$ cat config.mk
export PLATFORM = sky130hd
export DESIGN_NAME = dff_delay_line_flat
export DESIGN_NICKNAME = d
export VERILOG_FILES = /design/src/rtl/dff_delay_line_if.sv /design/src/rtl/dff_delay_line.sv /design/src/flat_wrapper.sv
export SDC_FILE = /design/constraint.sdc
export NUM_CORES = 1
export LEC_CHECK = 0
export ABC_AREA = 0
export CORE_AREA = 2 2 65 67
export CTS_BUF_LIST = sky130_fd_sc_hd__clkbuf_16
export CTS_CLUSTER_DIAMETER = 30
export DETAILED_ROUTE_END_ITERATION = 7
export DIE_AREA = 0 0 67 69
export PLACE_DENSITY = 0.76
export SYNTH_ARGS = -nofsm -noshare
export SYNTH_HDL_FRONTEND = slang
export SYNTH_SLANG_ARGS = --single-unit
$ cat constraint.sdc
create_clock -name clk -period 3.93 [get_ports clk]
set_clock_uncertainty 0.1 [all_clocks]
set_input_delay 0.786 -clock clk [delete_from_list [all_inputs] [get_ports clk]]
set_output_delay 0.786 -clock clk [all_outputs]
set_load 0.03 [all_outputs]
$ cat src/rtl/dff_delay_line_if.sv
// rtl/dff_delay_line_if.sv - sample/control bundle for the programmable delay line
interface dff_delay_line_if #(
    parameter int WIDTH       = 3,
    parameter int MAX_LATENCY = 8
);
    localparam int CW = $clog2(MAX_LATENCY + 1);

    logic             en;
    logic [WIDTH-1:0] d;
    logic             d_valid;
    logic             lat_load;
    logic [CW-1:0]    lat_in;
    logic [CW-1:0]    latency;
    logic [WIDTH-1:0] q;
    logic             q_valid;
    logic [CW-1:0]    occupancy;

    modport master (
        output en, d, d_valid, lat_load, lat_in,
        input  latency, q, q_valid, occupancy
    );

    modport slave (
        input  en, d, d_valid, lat_load, lat_in,
        output latency, q, q_valid, occupancy
    );
endinterface

$ cat src/rtl/dff_delay_line.sv
// rtl/dff_delay_line.sv - runtime-programmable delay line with per-stage valids
module dff_delay_line #(
    parameter int               WIDTH       = 3,
    parameter int               MAX_LATENCY = 8,
    parameter int               DEF_LATENCY = 1,
    parameter logic [WIDTH-1:0] RESET_VAL   = '0
) (
    input  logic           clk,
    input  logic           rst,
    dff_delay_line_if.slave bus
);
    localparam int CW = $clog2(MAX_LATENCY + 1);

    logic [WIDTH-1:0]       data_q  [MAX_LATENCY];
    logic [WIDTH-1:0]       data_d  [MAX_LATENCY];
    logic [MAX_LATENCY-1:0] valid_q;
    logic [MAX_LATENCY-1:0] valid_d;
    logic [CW-1:0]          latency_q;
    logic [CW-1:0]          latency_d;
    logic [CW-1:0]          occ_q;
    logic [CW-1:0]          occ_d;
    logic [WIDTH-1:0]       tap_data;
    logic                   tap_valid;
    logic [CW-1:0]          lat_clamped;

    // Output tap is a mux over registered stages, so it adds no cycle.
    always_comb begin
        tap_data  = data_q[0];
        tap_valid = valid_q[0];
        for (int i = 0; i < MAX_LATENCY; i++) begin
            if (latency_q == CW'(i + 1)) begin
                tap_data  = data_q[i];
                tap_valid = valid_q[i];
            end
        end
    end

    always_comb begin
        lat_clamped = bus.lat_in;
        if (bus.lat_in == '0) begin
            lat_clamped = CW'(1);
        end else if (bus.lat_in > CW'(MAX_LATENCY)) begin
            lat_clamped = CW'(MAX_LATENCY);
        end
    end

    always_comb begin
        data_d    = data_q;
        valid_d   = valid_q;
        latency_d = latency_q;
        occ_d     = occ_q;
        if (bus.en) begin
            data_d[0]  = bus.d;
            valid_d[0] = bus.d_valid;
            // A latency load drops every in-flight sample but keeps stage data.
            for (int i = 1; i < MAX_LATENCY; i++) begin
                data_d[i]  = data_q[i-1];
                valid_d[i] = bus.lat_load ? 1'b0 : valid_q[i-1];
            end
            if (bus.lat_load) begin
                latency_d = lat_clamped;
                occ_d     = CW'(bus.d_valid);
            end else begin
                occ_d = occ_q + CW'(bus.d_valid) - CW'(tap_valid);
            end
        end
    end

    always_ff @(posedge clk) begin
        if (rst) begin
            for (int i = 0; i < MAX_LATENCY; i++) begin
                data_q[i] <= RESET_VAL;
            end
            valid_q   <= '0;
            latency_q <= CW'(DEF_LATENCY);
            occ_q     <= '0;
        end else begin
            data_q    <= data_d;
            valid_q   <= valid_d;
            latency_q <= latency_d;
            occ_q     <= occ_d;
        end
    end

    assign bus.q         = tap_data;
    assign bus.q_valid   = tap_valid;
    assign bus.latency   = latency_q;
    assign bus.occupancy = occ_q;
endmodule

$ cat src/flat_wrapper.sv
// flat-port wrapper written by rule: the top's interface ports become plain ports
module dff_delay_line_flat 
#(
    parameter int               WIDTH       = 3,
    parameter int               MAX_LATENCY = 8,
    parameter int               DEF_LATENCY = 1,
    parameter logic [WIDTH-1:0] RESET_VAL   = '0
)
  (clk, rst, bus_en, bus_d, bus_d_valid, bus_lat_load, bus_lat_in, bus_latency, bus_q, bus_q_valid, bus_occupancy);
  dff_delay_line_if #(.WIDTH(WIDTH), .MAX_LATENCY(MAX_LATENCY)) bus_i ();
  input  logic clk;
  input  logic rst;
  input wire logic [$bits(bus_i.en)-1:0] bus_en;
  input wire logic [$bits(bus_i.d)-1:0] bus_d;
  input wire logic [$bits(bus_i.d_valid)-1:0] bus_d_valid;
  input wire logic [$bits(bus_i.lat_load)-1:0] bus_lat_load;
  input wire logic [$bits(bus_i.lat_in)-1:0] bus_lat_in;
  output wire logic [$bits(bus_i.latency)-1:0] bus_latency;
  output wire logic [$bits(bus_i.q)-1:0] bus_q;
  output wire logic [$bits(bus_i.q_valid)-1:0] bus_q_valid;
  output wire logic [$bits(bus_i.occupancy)-1:0] bus_occupancy;
  assign bus_i.en = bus_en;
  assign bus_i.d = bus_d;
  assign bus_i.d_valid = bus_d_valid;
  assign bus_i.lat_load = bus_lat_load;
  assign bus_i.lat_in = bus_lat_in;
  assign bus_latency = bus_i.latency;
  assign bus_q = bus_i.q;
  assign bus_q_valid = bus_i.q_valid;
  assign bus_occupancy = bus_i.occupancy;
  dff_delay_line #(.WIDTH(WIDTH), .MAX_LATENCY(MAX_LATENCY), .DEF_LATENCY(DEF_LATENCY), .RESET_VAL(RESET_VAL)) u_core (.clk(clk), .rst(rst), .bus(bus_i));
endmodule
==> metrics.csv, run 1 <==
metric;value;unit
Netlist cell types;48;
switching power of the nets;0.2407;mW
r2r startpoint;u_core.bus.latency[1];
top-count cell post-synth;nor2_1;
buffer levels on the longest clock path;2;
Synth Net Count;251;
Die H;69;µm
setup repair after global routing missed its margin;false;
Slew @ Worst Pin;0.7404;ns
number of H-tree levels;2;
pin count of the biggest net entering global routing;40;
via count of the first global-routing pass;1561;
GRT Resource Usage Total;19.91;%
final worst slack;0.3057;ns
mean number of vias per cell;5.535;
termination of the worst setup path;bus_q_valid;
first-pass iteration count of the detailed router;4;
routed length per instance;13.62;µm
most area-hungry cell type in the Yosys netlist;dfxtp_1;
number of top-level design ports;24;
switching power share of the total;25.34;%
worst slew margin relative to its limit;50.57;%
hold slack final;0.3777;ns
clock tree from TritonCTS;yes;
post-CTS setup buffers;0;
PortBufs;23;
register-to-register path setup slack;0.56;ns
overall power of the completed layout;0.9499;mW
post-synthesis cell count;234;
starting utilization of the core area;52.65;%
Hold Violations, Final;0;
number of flip-flops and latches in the synthesized netlist;40;
number of nets still failing antenna checks after routing;0;
pre-CTS setup slack;0.6052;ns
final setup vio count;0;
TritonCTS sink count;40;
area growth from synthesis to layout;17.85;%
Post-Place Cell Area;2285;µm²
layout cells sized above 1;6.375;%
number of antenna violations at the first check in global routing;0;
Crit. Startpoint;u_core.bus.latency[1];
share of the synthesized area in the top cell type;38.86;%
horizontal die dimension;67;µm
async set-reset flop share out of synthesis;0;%
number of gates resized after CTS;0;
Diodes inserted;0;
syn avg cell area;8.807;µm²
crit-path max FO;23;
cell area power density;391.1;nW/µm²
Max Clock Freq;0.2759;GHz
total of hold buffers inserted after clock tree synthesis;0;
capture instance of the worst register-to-register path;u_core.bus.occupancy[2];
ranking of synthesized cells by area;dfxtp_1, mux2i_1, nor2_1, a21oi_1, a2bb2oi_1;
required time at the endpoint of the critical path;3.04;ns
violation count after the first detailed-routing iteration;88;
GP Congestion;0.8258;
wire length reported by the detailed router;4099;µm
core region area;3914;µm²
fraction of the core area covered by cells at the end of the flow;62.05;%
Clk pin slew, worst setup/hold paths;0.06;ns
total standard cell area after synthesis;2061;µm²
# Max-Cap Violations;0;
final worst path period share;92.22;%
final cell count without fillers;301;
setup TNS;0;ns
startpoint kind of the worst setup timing path;register;
area of all placed cells without fillers;2429;µm²
detailed-route DRC error count;0;
run status;completed;
nature of the critical path endpoint;output port;
leakage;0.9566;nW
Hold Crit Class;reg2reg;
Total Die Area;4623;µm²
cell internal power dissipation;0.7092;mW
final critical delay including setup and external delays;3.624;ns
Final nets;267;
Post-synth EDFFs;0;
arrival time of the worst setup path;2.74;ns
final max-slew violation count;0;
clock buffer count from CTS;5;
Max rail drop VDD;254.1;µV
FF-to-FF path depth;12;
Post-synth top flop;dfxtp_1;
fraction of power consumed by the clock network;41.2;%
critical path class;reg2out;
global-route wire length before repair;7210;µm
number of instances in the placed design;293;
number of warning messages in the yosys log;0;
sum of overflow across all layers after global routing;0;
part of the Yosys area used for sequential elements;38.86;%
final-layout fill cell count;350;
Commonest cells post-synth;nor2_1, dfxtp_1, mux2i_1, a21oi_1, nand2_1;
Gate power share;13.5;%
clock tree root driver cell;clkbuf_16;
via total after detailed routing;1666;
latest clock arrival within the worst-skew pair;0.28;ns
number of rows in the core area;23;
half-perimeter wire length of the detailed placement result;2742;µm
relative contribution of sequential cells to total power;45.4;%
==> final cells by class <==
type                            count  area, µm²  share of cell area (%)
Multi-Input combinational cell    170       1151                   47.40
Sequential cell                    40      800.8                   32.97
Timing Repair Buffer               25      240.2                   9.892
Clock buffer                        5      125.1                   5.152
Tap cell                           50      62.56                   2.576
Inverter                            8      30.03                   1.236
Clock inverter                      3      18.77                  0.7728
==> metal layers <==
layer,GRT usage (%),vias to the layer above,routed length (µm)
li1,-,864,-
met1,27.50,770,2004
met2,30.25,25,1896
met3,4.078,7,121
met4,7.483,0,76
met5,0,-,0
==> power groups by stage <==
| stage | sequential [mW] | combinational [mW] | clock, mW |
|---|---|---|---|
| floorplan | 0.440 | 0.0856 | 0 |
| global placement | 0.440 | 0.126 | 0 |
| detailed placement | 0.440 | 0.128 | 0 |
| CTS | 0.431 | 0.129 | 0.398 |
| global route | 0.434 | 0.141 | 0.417 |
| finish | 0.431 | 0.128 | 0.391 |
==> state kept, by name, summed over array words and instances (netlist names) <==
register,flops
u_core.data_q,24
u_core.valid_q,8
u_core.bus.latency,4
u_core.bus.occupancy,4
==> worst max-delay path: stages (launching register included) <==
cell	delay [ns]
dfxtp_1	0.79
or3b_4	0.47
or3_1	0.31
o2111ai_1	0.11
nand3_1	0.15
clkdlybuf4s50_1	0.62
==> logic make-up (layout without fill, tap and decap cells) <==
kind of cell | count (synthesis) | after routing | share of synthesized area, %
buffers and inverters | 24 | 41 | 5.283
and+or+nand+nor | 92 | 92 | 23.74
AOI/OAI and AO/OA | 44 | 44 | 14.57
DFF | 40 | 40 | 38.86
xor gates and xnor gates | 1 | 1 | 0.4251
muxes | 28 | 28 | 13.72
adders and majority gates | 5 | 5 | 3.400
==> cells in the final DEF (no fill, tap or decap), types with 2 or more instances in the layout <==
master           Yosys  final
a211oi_1             4      4
a21oi_1             14     14
a22o_1               3      3
a2bb2oi_1            6      6
a31oi_1              2      2
buf_4                1      2
clkbuf_16            0      5
clkdlybuf4s50_1      0     22
clkinv_2             0      2
dfxtp_1             40     40
ha_1                 4      4
inv_1                7      7
mux2_2               2      2
mux2i_1             26     26
nand2_1             11     11
nand2b_1             6      6
nand3_1              5      5
nor2_1              46     46
nor3_1               4      4
nor3b_1              3      3
nor4bb_1             3      3
o21ai_0              2      2
o22ai_1              3      3
o31ai_1              3      3
or3_1                2      2
==> worst min-delay path by stage <==
stage | startpoint | end | slack [ns] | depth (start not counted)
4_1_cts | u_core.valid_q[7] | u_core.valid_q[7] | 0.38 | 2
3_5_place_dp | u_core.valid_q[7] | u_core.valid_q[7] | 0.37 | 2
3_3_place_gp | u_core.valid_q[7] | u_core.valid_q[7] | 0.37 | 2
5_1_grt | u_core.data_q[2] | u_core.data_q[2] | 0.42 | 2
6_report | u_core.valid_q[7] | u_core.valid_q[7] | 0.38 | 2
2_1_floorplan | u_core.valid_q[7] | u_core.valid_q[7] | 0.35 | 2
No activity file was read; power rests on OpenSTA's default activity.
==> inputs of run 2 (changes only) <==
--- a/config.mk
+++ b/config.mk
@@ -11,7 +11,7 @@
 export CTS_CLUSTER_DIAMETER = 30
 export DETAILED_ROUTE_END_ITERATION = 7
 export DIE_AREA = 0 0 67 69
-export PLACE_DENSITY = 0.76
+export PLACE_DENSITY_LB_ADDON = 0.05
 export SYNTH_ARGS = -nofsm -noshare
 export SYNTH_HDL_FRONTEND = slang
 export SYNTH_SLANG_ARGS = --single-unit
==> run 2 against run 1 <==
Die area did not move. Worst setup slack improved by 0.16 ns. Global-route usage down 1.1 points. Total power fell by 0.53%. Largest power group unchanged.
==> metrics.csv, run 2 (synthesis gave the netlist of run 1 again) <==
metric;value;unit;change
latest clock arrival within the worst-skew pair;0.28;ns;about the same
core region area;3914;µm²;unchanged
total of hold buffers inserted after clock tree synthesis;0;;unchanged
Max Clock Freq;0.2890;GHz;was 0.2759 GHz
global-route wire length before repair;6865;µm;was 7210 µm
fraction of power consumed by the clock network;40.7;%;was 41.2%
Gate power share;13.9;%;was 13.5%
number of rows in the core area;23;;unchanged
post-CTS setup buffers;0;;unchanged
Max rail drop VDD;292.2;µV;was 254.1 µV
violation count after the first detailed-routing iteration;75;;was 88
final-layout fill cell count;358;;was 350
area growth from synthesis to layout;18.34;%;was 17.85%
clock tree from TritonCTS;yes;;unchanged
FF-to-FF path depth;12;;unchanged
via total after detailed routing;1682;;was 1666
uppermost signal routing layer after detailed routing;met4;;unchanged
first-pass iteration count of the detailed router;4;;unchanged
Hold Crit Class;reg2reg;;unchanged
clock buffer count from CTS;5;;unchanged
PortBufs;23;;unchanged
Clk pin slew, worst setup/hold paths;0.06;ns;about the same
number of antenna violations at the first check in global routing;0;;unchanged
clock tree root driver cell;clkbuf_16;;unchanged
pin count of the biggest net entering global routing;42;;was 40
cell area power density;387.4;nW/µm²;was 391.1 nW/µm²
wire length reported by the detailed router;4082;µm;was 4099 µm
Most flops, register;u_core.data_q;;unchanged
wire length on met3;149;µm;was 121 µm
GRT Resource Usage Total;18.79;%;was 19.91%
run status;completed;;unchanged
biggest registers after layout;u_core.data_q (24), u_core.valid_q (8);;unchanged
met2 layer wire length in the routed design;1861;µm;was 1896 µm
startpoint kind of the worst setup timing path;register;;unchanged
crit-path max FO;13;;was 23
switching power share of the total;25.12;%;was 25.34%
setup TNS;0;ns;unchanged
# Max-Cap Violations;0;;unchanged
nature of the critical path endpoint;output port;;unchanged
most used cells in the layout excluding fill and tap cells;nor2_1, dfxtp_1, mux2i_1;;unchanged
final setup vio count;0;;unchanged
detailed-route DRC error count;0;;unchanged
number of H-tree levels;2;;unchanged
starting utilization of the core area;52.65;%;unchanged
critical path class;reg2out;;unchanged
required time at the endpoint of the critical path;3.04;ns;about the same
switching power of the nets;0.2374;mW;was 0.2407 mW
hold slack final;0.3772;ns;was 0.3777 ns
final max-slew violation count;0;;unchanged
final worst path period share;88.03;%;was 92.22%
buffer levels on the longest clock path;2;;unchanged
worst hold path stage count;2;;unchanged
sum of overflow across all layers after global routing;0;;unchanged
layout cells sized above 1;6.719;%;was 6.375%
TritonCTS sink count;40;;unchanged
number of gates resized after CTS;0;;unchanged
horizontal die dimension;67;µm;unchanged
mean number of vias per cell;5.551;;was 5.535
leakage;0.9638;nW;was 0.9566 nW
number of nets still failing antenna checks after routing;0;;unchanged
GP Congestion;0.8184;;was 0.8258
Die H;69;µm;unchanged
number of top-level design ports;24;;unchanged
final critical delay including setup and external delays;3.460;ns;was 3.624 ns
flip-flop count of the largest register after layout;24;;unchanged
relative contribution of sequential cells to total power;45.4;%;about the same
routed length per instance;13.47;µm;was 13.62 µm
half-perimeter wire length of the detailed placement result;2709;µm;was 2742 µm
most common cell after layout, fill and taps aside;nor2_1;;unchanged
Slew @ Worst Pin;0.5781;ns;was 0.7404 ns
worst slew margin relative to its limit;61.34;%;was 50.57%
via count of the first global-routing pass;1470;;was 1561
Diodes inserted;0;;unchanged
arrival time of the worst setup path;2.57;ns;was 2.74 ns
cell internal power dissipation;0.7075;mW;was 0.7092 mW
Total Die Area;4623;µm²;unchanged
met1 WL;2032;µm;was 2004 µm
Final nets;269;;was 267
setup repair after global routing missed its margin;false;;unchanged
Hold Violations, Final;0;;unchanged
## run 2: path summary, 6_finish.rpt
kind / from / endpoint / slack, ns
max: u_core.bus.latency[1] / bus_q[1] / 0.47
min reg2reg: u_core.valid_q[7] / u_core.valid_q[7] / 0.38
max reg2reg: u_core.bus.latency[1] / u_core.bus.occupancy[2] / 0.84
min: u_core.valid_q[7] / u_core.valid_q[7] / 0.38
## run 2: final cells by class
| class | instances | area [µm²] | share of cell area, % |
|---|---|---|---|
| timing repair buffer | 27 | 255.2 | 10.47 |
| clock buffer | 5 | 125.1 | 5.131 |
| multi-input combinational | 170 | 1151 | 47.20 |
| clock inverter | 3 | 13.76 | 0.5644 |
| sequential | 40 | 800.8 | 32.84 |
| tap | 50 | 62.56 | 2.565 |
| inverter | 8 | 30.03 | 1.231 |
## run 2: power by group through the flow
stage	logic (mW)	clock network, mW	registers [mW]
after global routing	0.145	0.404	0.431
after floorplan	0.0856	0	0.440
after detailed placement	0.131	0	0.438
final	0.132	0.385	0.429
after CTS	0.133	0.391	0.429
after global placement	0.131	0	0.437
## run 2: critical path, cell delays in order (launching register included)
cell	delay (ns)
dfxtp_1	0.56
buf_4	0.26
nor3b_2	0.30
nor2_1	0.07
o31ai_1	0.28
a22o_1	0.16
clkdlybuf4s50_1	0.66
## run 2: metal layers
metal,track usage (%),vias up
met2,26.07,30
met4,6.803,0
met3,4.241,5
li1,-,869
met5,0,-
met1,28.10,778
## run 2: through the flow
stage	total power, mW	std cells	area, µm²	setup slack, ns	utilization (%)
after floorplan	0.5255	234	2061	0.6952	-
after global placement	0.5687	295	2300	0.8621	58.76
after detailed placement	0.5690	295	2300	0.7716	58.76
after CTS	0.9520	303	2439	0.4469	62.31
after global routing	0.9792	303	2439	0.2896	62.31
final	0.9448	303	2439	0.4703	62.31
